$ cat config.mk
export PLATFORM = sky130hd
export DESIGN_NAME = arith_unit_seq_flat
export DESIGN_NICKNAME = d
export VERILOG_FILES = /design/src/rtl/arith_pkg.sv /design/src/rtl/arith_unit_seq_if.sv /design/src/rtl/arith_addsub.sv /design/src/rtl/arith_unit_seq.sv /design/src/flat_wrapper.sv
export SDC_FILE = /design/constraint.sdc
export NUM_CORES = 1
export LEC_CHECK = 0
export ABC_AREA = 1
export BUFFER_PORTS_ARGS = -buffer_cell sky130_fd_sc_hd__buf_4
export CAP_MARGIN = 40
export CORE_ASPECT_RATIO = 1.25
export CORE_MARGIN = 2
export CORE_UTILIZATION = 49
export CTS_CLUSTER_DIAMETER = 120
export DETAILED_ROUTE_END_ITERATION = 6
export HOLD_SLACK_MARGIN = 0.1
export PLACE_DENSITY = 0.78
export SLEW_MARGIN = 20
export SYNTH_ARGS = -nofsm -noshare
export SYNTH_HDL_FRONTEND = slang
export SYNTH_HIERARCHICAL = 1
export SYNTH_SLANG_ARGS = --single-unit
$ cat constraint.sdc
create_clock -name clk -period 2 [get_ports clk]
set_input_delay 0.5 -clock clk [delete_from_list [all_inputs] [get_ports clk]]
set_output_delay 0.5 -clock clk [all_outputs]
set_load 0.02 [all_outputs]
$ cat src/rtl/arith_pkg.sv
// -----------------------------------------------------------------------------
// arith_pkg
// Shared types for the registered arithmetic unit (arith_unit_seq):
//   op_t    - operation select carried on the request (ADD, SUB, ACC, MUL)
//   state_t - control state of the unit (IDLE, MUL_RUN, HOLD)
//   flags_t - status flags registered alongside the result
// -----------------------------------------------------------------------------
package arith_pkg;

  typedef enum logic [1:0] {
    ADD = 2'b00,
    SUB = 2'b01,
    ACC = 2'b10,
    MUL = 2'b11
  } op_t;

  typedef enum logic [1:0] {
    IDLE    = 2'b00,
    MUL_RUN = 2'b01,
    HOLD    = 2'b10
  } state_t;

  typedef struct packed {
    logic carry;
    logic ovf;
    logic zero;
    logic err;
  } flags_t;

  localparam flags_t FLAGS_CLEAR = '{carry: 1'b0, ovf: 1'b0, zero: 1'b0, err: 1'b0};

endpackage

$ cat src/rtl/arith_unit_seq_if.sv
// -----------------------------------------------------------------------------
// arith_unit_seq_if
// Request/response bundle of the arithmetic unit.
//   master : requester side (drives en, in_valid, op, a, b, out_ready)
//   slave  : the unit (drives in_ready, out_valid, result, carry, ovf, zero,
//            err, busy)
// WIDTH must match the WIDTH of the connected arith_unit_seq.
// -----------------------------------------------------------------------------
interface arith_unit_seq_if #(
  parameter int WIDTH = 8
);
  logic             en;
  logic             in_valid;
  logic             in_ready;
  logic [1:0]       op;
  logic [WIDTH-1:0] a;
  logic [WIDTH-1:0] b;
  logic             out_valid;
  logic             out_ready;
  logic [WIDTH-1:0] result;
  logic             carry;
  logic             ovf;
  logic             zero;
  logic             err;
  logic             busy;

  modport master (
    output en, in_valid, op, a, b, out_ready,
    input  in_ready, out_valid, result, carry, ovf, zero, err, busy
  );

  modport slave (
    input  en, in_valid, op, a, b, out_ready,
    output in_ready, out_valid, result, carry, ovf, zero, err, busy
  );

endinterface

$ cat src/rtl/arith_addsub.sv
// -----------------------------------------------------------------------------
// arith_addsub
// Combinational WIDTH-bit adder with subtract invert. For subtraction the
// second operand is inverted and the carry-in is forced to 1 (a + ~b + 1).
// Ports:
//   x, y  in  WIDTH : operands
//   sub   in  1     : 1 = x - y, 0 = x + y
//   sum   out WIDTH : low WIDTH bits of the WIDTH+1-bit sum
//   carry out 1     : MSB of the WIDTH+1-bit sum (1 = no borrow for SUB)
//   ovf   out 1     : signed overflow, judged on the inverted y for SUB
// -----------------------------------------------------------------------------
module arith_addsub #(
  parameter int WIDTH = 8
) (
  input  logic [WIDTH-1:0] x,
  input  logic [WIDTH-1:0] y,
  input  logic             sub,
  output logic [WIDTH-1:0] sum,
  output logic             carry,
  output logic             ovf
);

  logic [WIDTH-1:0] y_eff_s;
  logic [WIDTH:0]   wide_s;

  assign y_eff_s = sub ? ~y : y;
  assign wide_s  = {1'b0, x} + {1'b0, y_eff_s} + {{WIDTH{1'b0}}, sub};
  assign sum     = wide_s[WIDTH-1:0];
  assign carry   = wide_s[WIDTH];
  // Same-sign operands producing an opposite-sign sum.
  assign ovf     = (x[WIDTH-1] == y_eff_s[WIDTH-1]) && (sum[WIDTH-1] != x[WIDTH-1]);

endmodule

$ cat src/rtl/arith_unit_seq.sv
// -----------------------------------------------------------------------------
// arith_unit_seq
// Registered add/subtract/accumulate unit with an optional shift-add multiply.
// Requests are taken over a valid/ready handshake; results are held in a
// result register with carry, signed-overflow, zero and error flags until the
// consumer takes them. ADD/SUB/ACC produce a result one cycle after accept,
// with back-to-back throughput of one per cycle.
//
// Build option: define ARITH_MUL_EN to enable op 11 (unsigned multiply over
// WIDTH cycles). Without it op 11 returns result 0 with err=1 after one cycle,
// and the multiply datapath is absent (busy tied 0).
//
// Ports:
//   clk   in : rising-edge clock
//   rst_n in : asynchronous active-low reset
//   bus   slave modport of arith_unit_seq_if:
//     en, in_valid, op, a, b, out_ready               (inputs)
//     in_ready, out_valid, result, carry, ovf, zero,
//     err, busy                                       (outputs)
//   en gates result/carry/ovf/zero to 0 only; the handshake ignores it.
// -----------------------------------------------------------------------------
module arith_unit_seq #(
  parameter int WIDTH = 8
) (
  input logic            clk,
  input logic            rst_n,
  arith_unit_seq_if.slave bus
);
  import arith_pkg::*;

  localparam int CNT_W = (WIDTH > 2) ? $clog2(WIDTH) : 1;
  localparam logic [CNT_W-1:0] CNT_LAST = CNT_W'(WIDTH - 1);

  state_t           state_r, state_s;
  logic             out_valid_r, out_valid_s;
  logic [WIDTH-1:0] result_r, result_s;
  flags_t           flags_r, flags_s;
  logic [WIDTH-1:0] acc_r, acc_s;

  op_t              op_s;
  logic             in_ready_s;
  logic             accept_s;

  logic [WIDTH-1:0] add_x_s, add_y_s, add_sum_s;
  logic             add_sub_s, add_carry_s, add_ovf_s;

  logic             mul_active_s;
  logic [WIDTH-1:0] mul_hi_s;
  logic [WIDTH-1:0] mul_mcand_s;

`ifdef ARITH_MUL_EN
  logic [2*WIDTH-1:0] prod_r, prod_s, prod_next_s;
  logic [WIDTH-1:0]   mcand_r, mcand_s;
  logic [CNT_W-1:0]   cnt_r, cnt_s;
  logic [WIDTH:0]     step_s;

  assign mul_active_s = (state_r == MUL_RUN);
  assign mul_hi_s     = prod_r[2*WIDTH-1:WIDTH];
  assign mul_mcand_s  = mcand_r;
`else
  assign mul_active_s = 1'b0;
  assign mul_hi_s     = {WIDTH{1'b0}};
  assign mul_mcand_s  = {WIDTH{1'b0}};
`endif

  assign op_s = op_t'(bus.op);

  // Not running a multiply, and the result slot is empty or being drained
  // this cycle: out_ready reaches in_ready through one gate.
  assign in_ready_s = (state_r != MUL_RUN) && (!out_valid_r || bus.out_ready);
  assign accept_s   = bus.in_valid && in_ready_s;

  // Operand steering for the shared adder: multiply partial sums while running, else the request.
  always_comb begin
    add_x_s   = bus.a;
    add_y_s   = bus.b;
    add_sub_s = 1'b0;
    if (mul_active_s) begin
      add_x_s   = mul_hi_s;
      add_y_s   = mul_mcand_s;
      add_sub_s = 1'b0;
    end else begin
      case (op_s)
        SUB: begin
          add_x_s   = bus.a;
          add_y_s   = bus.b;
          add_sub_s = 1'b1;
        end
        ACC: begin
          add_x_s   = acc_r;
          add_y_s   = bus.a;
          add_sub_s = 1'b0;
        end
        default: begin
          add_x_s   = bus.a;
          add_y_s   = bus.b;
          add_sub_s = 1'b0;
        end
      endcase
    end
  end

  arith_addsub #(.WIDTH(WIDTH)) u_addsub (
    .x     (add_x_s),
    .y     (add_y_s),
    .sub   (add_sub_s),
    .sum   (add_sum_s),
    .carry (add_carry_s),
    .ovf   (add_ovf_s)
  );

`ifdef ARITH_MUL_EN
  // One shift-add step: add the multiplicand into the high half when the LSB is set, then shift right.
  always_comb begin
    step_s = {1'b0, prod_r[2*WIDTH-1:WIDTH]};
    if (prod_r[0]) begin
      step_s = {add_carry_s, add_sum_s};
    end else begin
      step_s = {1'b0, prod_r[2*WIDTH-1:WIDTH]};
    end
    prod_next_s = {step_s, prod_r[WIDTH-1:1]};
  end
`endif

  // Next-state, result capture and accumulator update.
  always_comb begin
    state_s     = state_r;
    out_valid_s = out_valid_r;
    result_s    = result_r;
    flags_s     = flags_r;
    acc_s       = acc_r;
`ifdef ARITH_MUL_EN
    prod_s      = prod_r;
    mcand_s     = mcand_r;
    cnt_s       = cnt_r;
`endif
    case (state_r)
      IDLE, HOLD: begin
        if (accept_s) begin
          if (op_s == MUL) begin
`ifdef ARITH_MUL_EN
            // Product register starts as {0, multiplier}; the multiplier bits
            // shift out of the bottom as the product builds up in the top.
            state_s     = MUL_RUN;
            out_valid_s = 1'b0;
            prod_s      = {{WIDTH{1'b0}}, bus.b};
            mcand_s     = bus.a;
            cnt_s       = {CNT_W{1'b0}};
`else
            state_s     = HOLD;
            out_valid_s = 1'b1;
            result_s    = {WIDTH{1'b0}};
            flags_s     = FLAGS_CLEAR;
            flags_s.err = 1'b1;
`endif
          end else begin
            state_s       = HOLD;
            out_valid_s   = 1'b1;
            result_s      = add_sum_s;
            flags_s.carry = add_carry_s;
            flags_s.ovf   = add_ovf_s;
            flags_s.zero  = (add_sum_s == {WIDTH{1'b0}});
            flags_s.err   = 1'b0;
            if (op_s == ACC) begin
              acc_s = add_sum_s;
            end else begin
              acc_s = acc_r;
            end
          end
        end else if ((state_r == HOLD) && bus.out_ready) begin
          state_s     = IDLE;
          out_valid_s = 1'b0;
        end else begin
          state_s     = state_r;
        end
      end
      MUL_RUN: begin
`ifdef ARITH_MUL_EN
        prod_s = prod_next_s;
        cnt_s  = cnt_r + CNT_W'(1);
        if (cnt_r == CNT_LAST) begin
          state_s       = HOLD;
          out_valid_s   = 1'b1;
          result_s      = prod_next_s[WIDTH-1:0];
          flags_s.carry = |prod_next_s[2*WIDTH-1:WIDTH];
          flags_s.ovf   = 1'b0;
          flags_s.zero  = (prod_next_s[WIDTH-1:0] == {WIDTH{1'b0}});
          flags_s.err   = 1'b0;
        end else begin
          state_s       = MUL_RUN;
        end
`else
        state_s = IDLE;
`endif
      end
      default: begin
        state_s     = IDLE;
        out_valid_s = 1'b0;
      end
    endcase
  end

  // Control state, result register and accumulator.
  always_ff @(posedge clk or negedge rst_n) begin
    if (!rst_n) begin
      state_r     <= IDLE;
      out_valid_r <= 1'b0;
      result_r    <= {WIDTH{1'b0}};
      flags_r     <= FLAGS_CLEAR;
      acc_r       <= {WIDTH{1'b0}};
    end else begin
      state_r     <= state_s;
      out_valid_r <= out_valid_s;
      result_r    <= result_s;
      flags_r     <= flags_s;
      acc_r       <= acc_s;
    end
  end

`ifdef ARITH_MUL_EN
  // Multiply datapath: product, multiplicand and iteration count.
  always_ff @(posedge clk or negedge rst_n) begin
    if (!rst_n) begin
      prod_r  <= {(2*WIDTH){1'b0}};
      mcand_r <= {WIDTH{1'b0}};
      cnt_r   <= {CNT_W{1'b0}};
    end else begin
      prod_r  <= prod_s;
      mcand_r <= mcand_s;
      cnt_r   <= cnt_s;
    end
  end

  assign bus.busy = (state_r == MUL_RUN);
`else
  assign bus.busy = 1'b0;
`endif

  assign bus.in_ready  = in_ready_s;
  assign bus.out_valid = out_valid_r;
  assign bus.result    = bus.en ? result_r : {WIDTH{1'b0}};
  assign bus.carry     = bus.en & flags_r.carry;
  assign bus.ovf       = bus.en & flags_r.ovf;
  assign bus.zero      = bus.en & flags_r.zero;
  assign bus.err       = flags_r.err;

endmodule

$ cat src/flat_wrapper.sv
// flat-port wrapper written by rule: the top's interface ports become plain ports
module arith_unit_seq_flat import arith_pkg::*;
#(
  parameter int WIDTH = 8
)
  (clk, rst_n, bus_en, bus_in_valid, bus_op, bus_a, bus_b, bus_out_ready, bus_in_ready, bus_out_valid, bus_result, bus_carry, bus_ovf, bus_zero, bus_err, bus_busy);
  arith_unit_seq_if #(.WIDTH(WIDTH)) bus_i ();
  input logic clk;
  input logic rst_n;
  input wire logic [$bits(bus_i.en)-1:0] bus_en;
  input wire logic [$bits(bus_i.in_valid)-1:0] bus_in_valid;
  input wire logic [$bits(bus_i.op)-1:0] bus_op;
  input wire logic [$bits(bus_i.a)-1:0] bus_a;
  input wire logic [$bits(bus_i.b)-1:0] bus_b;
  input wire logic [$bits(bus_i.out_ready)-1:0] bus_out_ready;
  output wire logic [$bits(bus_i.in_ready)-1:0] bus_in_ready;
  output wire logic [$bits(bus_i.out_valid)-1:0] bus_out_valid;
  output wire logic [$bits(bus_i.result)-1:0] bus_result;
  output wire logic [$bits(bus_i.carry)-1:0] bus_carry;
  output wire logic [$bits(bus_i.ovf)-1:0] bus_ovf;
  output wire logic [$bits(bus_i.zero)-1:0] bus_zero;
  output wire logic [$bits(bus_i.err)-1:0] bus_err;
  output wire logic [$bits(bus_i.busy)-1:0] bus_busy;
  assign bus_i.en = bus_en;
  assign bus_i.in_valid = bus_in_valid;
  assign bus_i.op = bus_op;
  assign bus_i.a = bus_a;
  assign bus_i.b = bus_b;
  assign bus_i.out_ready = bus_out_ready;
  assign bus_in_ready = bus_i.in_ready;
  assign bus_out_valid = bus_i.out_valid;
  assign bus_result = bus_i.result;
  assign bus_carry = bus_i.carry;
  assign bus_ovf = bus_i.ovf;
  assign bus_zero = bus_i.zero;
  assign bus_err = bus_i.err;
  assign bus_busy = bus_i.busy;
  arith_unit_seq #(.WIDTH(WIDTH)) u_core (.clk(clk), .rst_n(rst_n), .bus(bus_i));
endmodule
==> qor.json <==
{
  "run_status": {
    "outcome": "finished with violations",
    "violated_checks": "setup timing"
  },
  "synthesis": {
    "largest_cells_by_area_after_synthesis": "dfrtp_1 (31%), nand2_1 (23%), inv_1 (7.4%)",
    "post-synth-top-count-cell": "nand2_1",
    "synth_seq_area_share": 0.306,
    "synth_cell_types": 27,
    "synth-seq-cells": 21,
    "ys_dominant_reg_cell": "dfrtp_1",
    "mappedNetlistNets": 271,
    "synth_area_per_cell_um2": 7.15,
    "synth_commonest_cells": "nand2_1 (105), inv_1 (34), dfrtp_1 (21)",
    "synth_edf_count": 0,
    "yosys.area.top_type": "dfrtp_1",
    "synthCells": 240,
    "synth-warning-count": 6,
    "post_synth_instance_area_um2": 1720,
    "post-synth-top-area-fraction": 0.306,
    "async_reset_ff_frac": 1.00
  },
  "timing": {
    "count_of_final_setup_violators": 13,
    "fin_skew_ns": 0.00116,
    "final_period_minus_worst_setup_slack_ns": 2.24,
    "hold_viol": 0,
    "clock.fmax_ghz": 0.447,
    "final-max-slew-violation-count": 0,
    "layout_worst_path_cycle_share": 1.12,
    "setup_tns_ns": -1.47,
    "setup_slack_ns": -0.236,
    "grt_setup_unrepaired": "true"
  },
  "power": {
    "max_rail_drop_vdd_uv": 540,
    "powerDensity_nw_per_um2": 800,
    "power.static_leakage_nw": 1.49,
    "post-layout-total-power_mw": 2.04
  },
  "finish": {
    "num-nets-final": 352,
    "filler_cell_count": 267,
    "drive_above_1_share": 0.431,
    "area_growth_pct": 48.4,
    "antennaDiodeCount": 0,
    "cell_area_after_layout_um2": 2550
  },
  "global_routing": {
    "groute.usage.overall": 0.206,
    "antenna_found_initial": 0,
    "largest_net_degree_at_the_start_of_global_routing": 22,
    "first_global_vias": 1527,
    "grt-ovfl-total": 0,
    "grt_pass1_wl_um": 6580
  },
  "cts": {
    "cts.sink_count": 21,
    "clkTransAtPathRegs_ns": 0.07,
    "cts_tree": "done",
    "clock_tree.htree_level_count": 1,
    "clk_latency_ns": 0.26,
    "cts_made_buffers": 3,
    "max-clock-path-buffers": 2,
    "clk_root_buffer_cell": "clkbuf_8"
  },
  "routing": {
    "wirelength_um": 4330,
    "drcViolationCount": 0,
    "final_antenna_net_count": 0,
    "detailed_route_via_count": 1730,
    "first_iter_violations": 65,
    "avgViaCountPerCell": 4.82,
    "wl_per_cell_um": 12.1,
    "drt_pass1_iterations": 4
  },
  "floorplanning": {
    "floorplan.rows": 24,
    "top_level_port_count": 38,
    "floorplan.initialDensity": 0.501,
    "dieArea_um2": 3990,
    "die_w_um": 56.9,
    "height_of_the_die_um": 70.2,
    "core_um2": 3420
  },
  "critical_path": {
    "crit_top_cell": "nand2_1",
    "path_delay_family": "simple AND/OR/NAND/NOR gates",
    "crit_path_max_fanout": 7,
    "criticalPathCategory": "in -> reg",
    "critical_path_buf_inv_count": 4,
    "cpPeakStageDelay_ns": 0.33,
    "worstPathCellList": "buf_12 -> inv_12 -> nand2_8 -> buf_4 -> nand2_1 -> o21ai_1 -> xor2_1 -> ha_1 -> inv_2 -> o21bai_4 -> nor2_2 -> nand2_4 -> xor2_2 -> nor2_1 -> nand2_1 -> nor2_1 -> nand2_1 -> nand2_1",
    "required_ns": 2.21,
    "worst_ep_arrival_time_ns": 2.44,
    "crit_slowest_cell": "ha_1",
    "timing.critical_path.from_type": "input port",
    "critical_path.endpoint_type": "flip-flop"
  },
  "placed_design": {
    "gpl.final_weighted_congestion": 0.836,
    "postPlaceCellArea_um2": 2340,
    "io_buffers": 36,
    "place_hpwl_um": 2990
  },
  "job": {
    "max-cap-violations": 0
  },
  "min_path": {
    "min-delay-path-class": "in -> async"
  }
}
==> layout by cell type, fill, tap and decap left out, types with 3 or more instances in the layout <==
| master | count |
|---|---|
| nand2_1 | 102 |
| buf_4 | 77 |
| inv_1 | 27 |
| dfrtp_1 | 21 |
| xor2_1 | 10 |
| nand2_4 | 8 |
| o21ai_2 | 8 |
| ha_1 | 7 |
| nand2_2 | 6 |
| nor2_1 | 6 |
| inv_2 | 6 |
| o21ai_4 | 5 |
| nor2_2 | 5 |
| clkbuf_8 | 3 |
| buf_6 | 3 |
| a21oi_2 | 3 |
==> flip-flops by register name, indices dropped and copies added (netlist names) <==
name,cells
u_core/flags_r,3
u_core/bus.out_valid,1
u_core/result_r,8
u_core/acc_r,8
u_core/bus.err,1
==> through the flow <==
| stage | cells | setup WS (ns) | hold slack (ns) | util |
|---|---|---|---|---|
| 2_1_floorplan | 240 | -0.342 | 0.204 | - |
| 3_3_place_gp | 345 | -0.511 | 0.388 | 0.682 |
| 3_5_place_dp | 345 | -0.580 | 0.394 | 0.682 |
| 4_1_cts | 353 | -0.184 | 0.104 | 0.717 |
| 5_1_grt | 359 | -0.400 | 0.114 | 0.744 |
| 6_report | 359 | -0.236 | 0.0988 | 0.744 |
==> layout make-up <==
cell class                 count  area (um2)  share of cell area
multi-input combinational    178        1120               0.441
inverter                      35         151              0.0595
timing repair buffer          82         652               0.256
tap                           39        48.8              0.0192
sequential                    21         526               0.206
clock buffer                   4        45.0              0.0177
==> metal layers <==
metal | vias to the layer above | share of wire | GRT usage
met5 | - | 0 | 0
met4 | 0 | 0.043 | 0.0956
met3 | 15 | 0.029 | 0.00741
met2 | 44 | 0.55 | 0.383
met1 | 790 | 0.38 | 0.236
li1 | 881 | - | -
==> power by group <==
group / switching (mW) / internal (mW) / total [mW]
Combinational: 0.590 / 0.540 / 1.13
Clock: 0.136 / 0.142 / 0.278
Sequential: 0.0774 / 0.551 / 0.629
Total: 0.803 / 1.23 / 2.04
==> kinds of logic after synthesis <==
family          Yosys count  synth area share
simple gates            133             0.353
buf+inv                  42             0.122
compound gates           21            0.0780
flops                    21             0.306
xor+xnor                 14            0.0759
fa+ha+maj                 8            0.0627
other cells               1           0.00219
==> what timing repair did <==
action	4_1_cts	5_1_grt
endpoints found under the setup margin	15	15
resized for setup	13	10
cloned	1	0
pin swaps	19	20
setup buffers	3	6
hold buffers	0	0
==> worst paths after layout <==
| check | cells after the start | slack, ns | startpoint | end |
|---|---|---|---|---|
| setup reg to reg | 12 | 0.01 | u_core/acc_r[3] | u_core/flags_r[1] |
| max in group asynchronous | 1 | 1.69 | rst_n | u_core/result_r[0] |
| setup / recovery | 18 | -0.24 | bus_op[0] | u_core/flags_r[1] |
| hold reg to reg | 2 | 0.48 | u_core/acc_r[7] | u_core/acc_r[7] |
| hold / removal | 1 | 0.1 | rst_n | u_core/flags_r[2] |
| min in group clk | 2 | 0.48 | u_core/acc_r[7] | u_core/acc_r[7] |
Note: power is estimated with default switching activity, not from simulation.
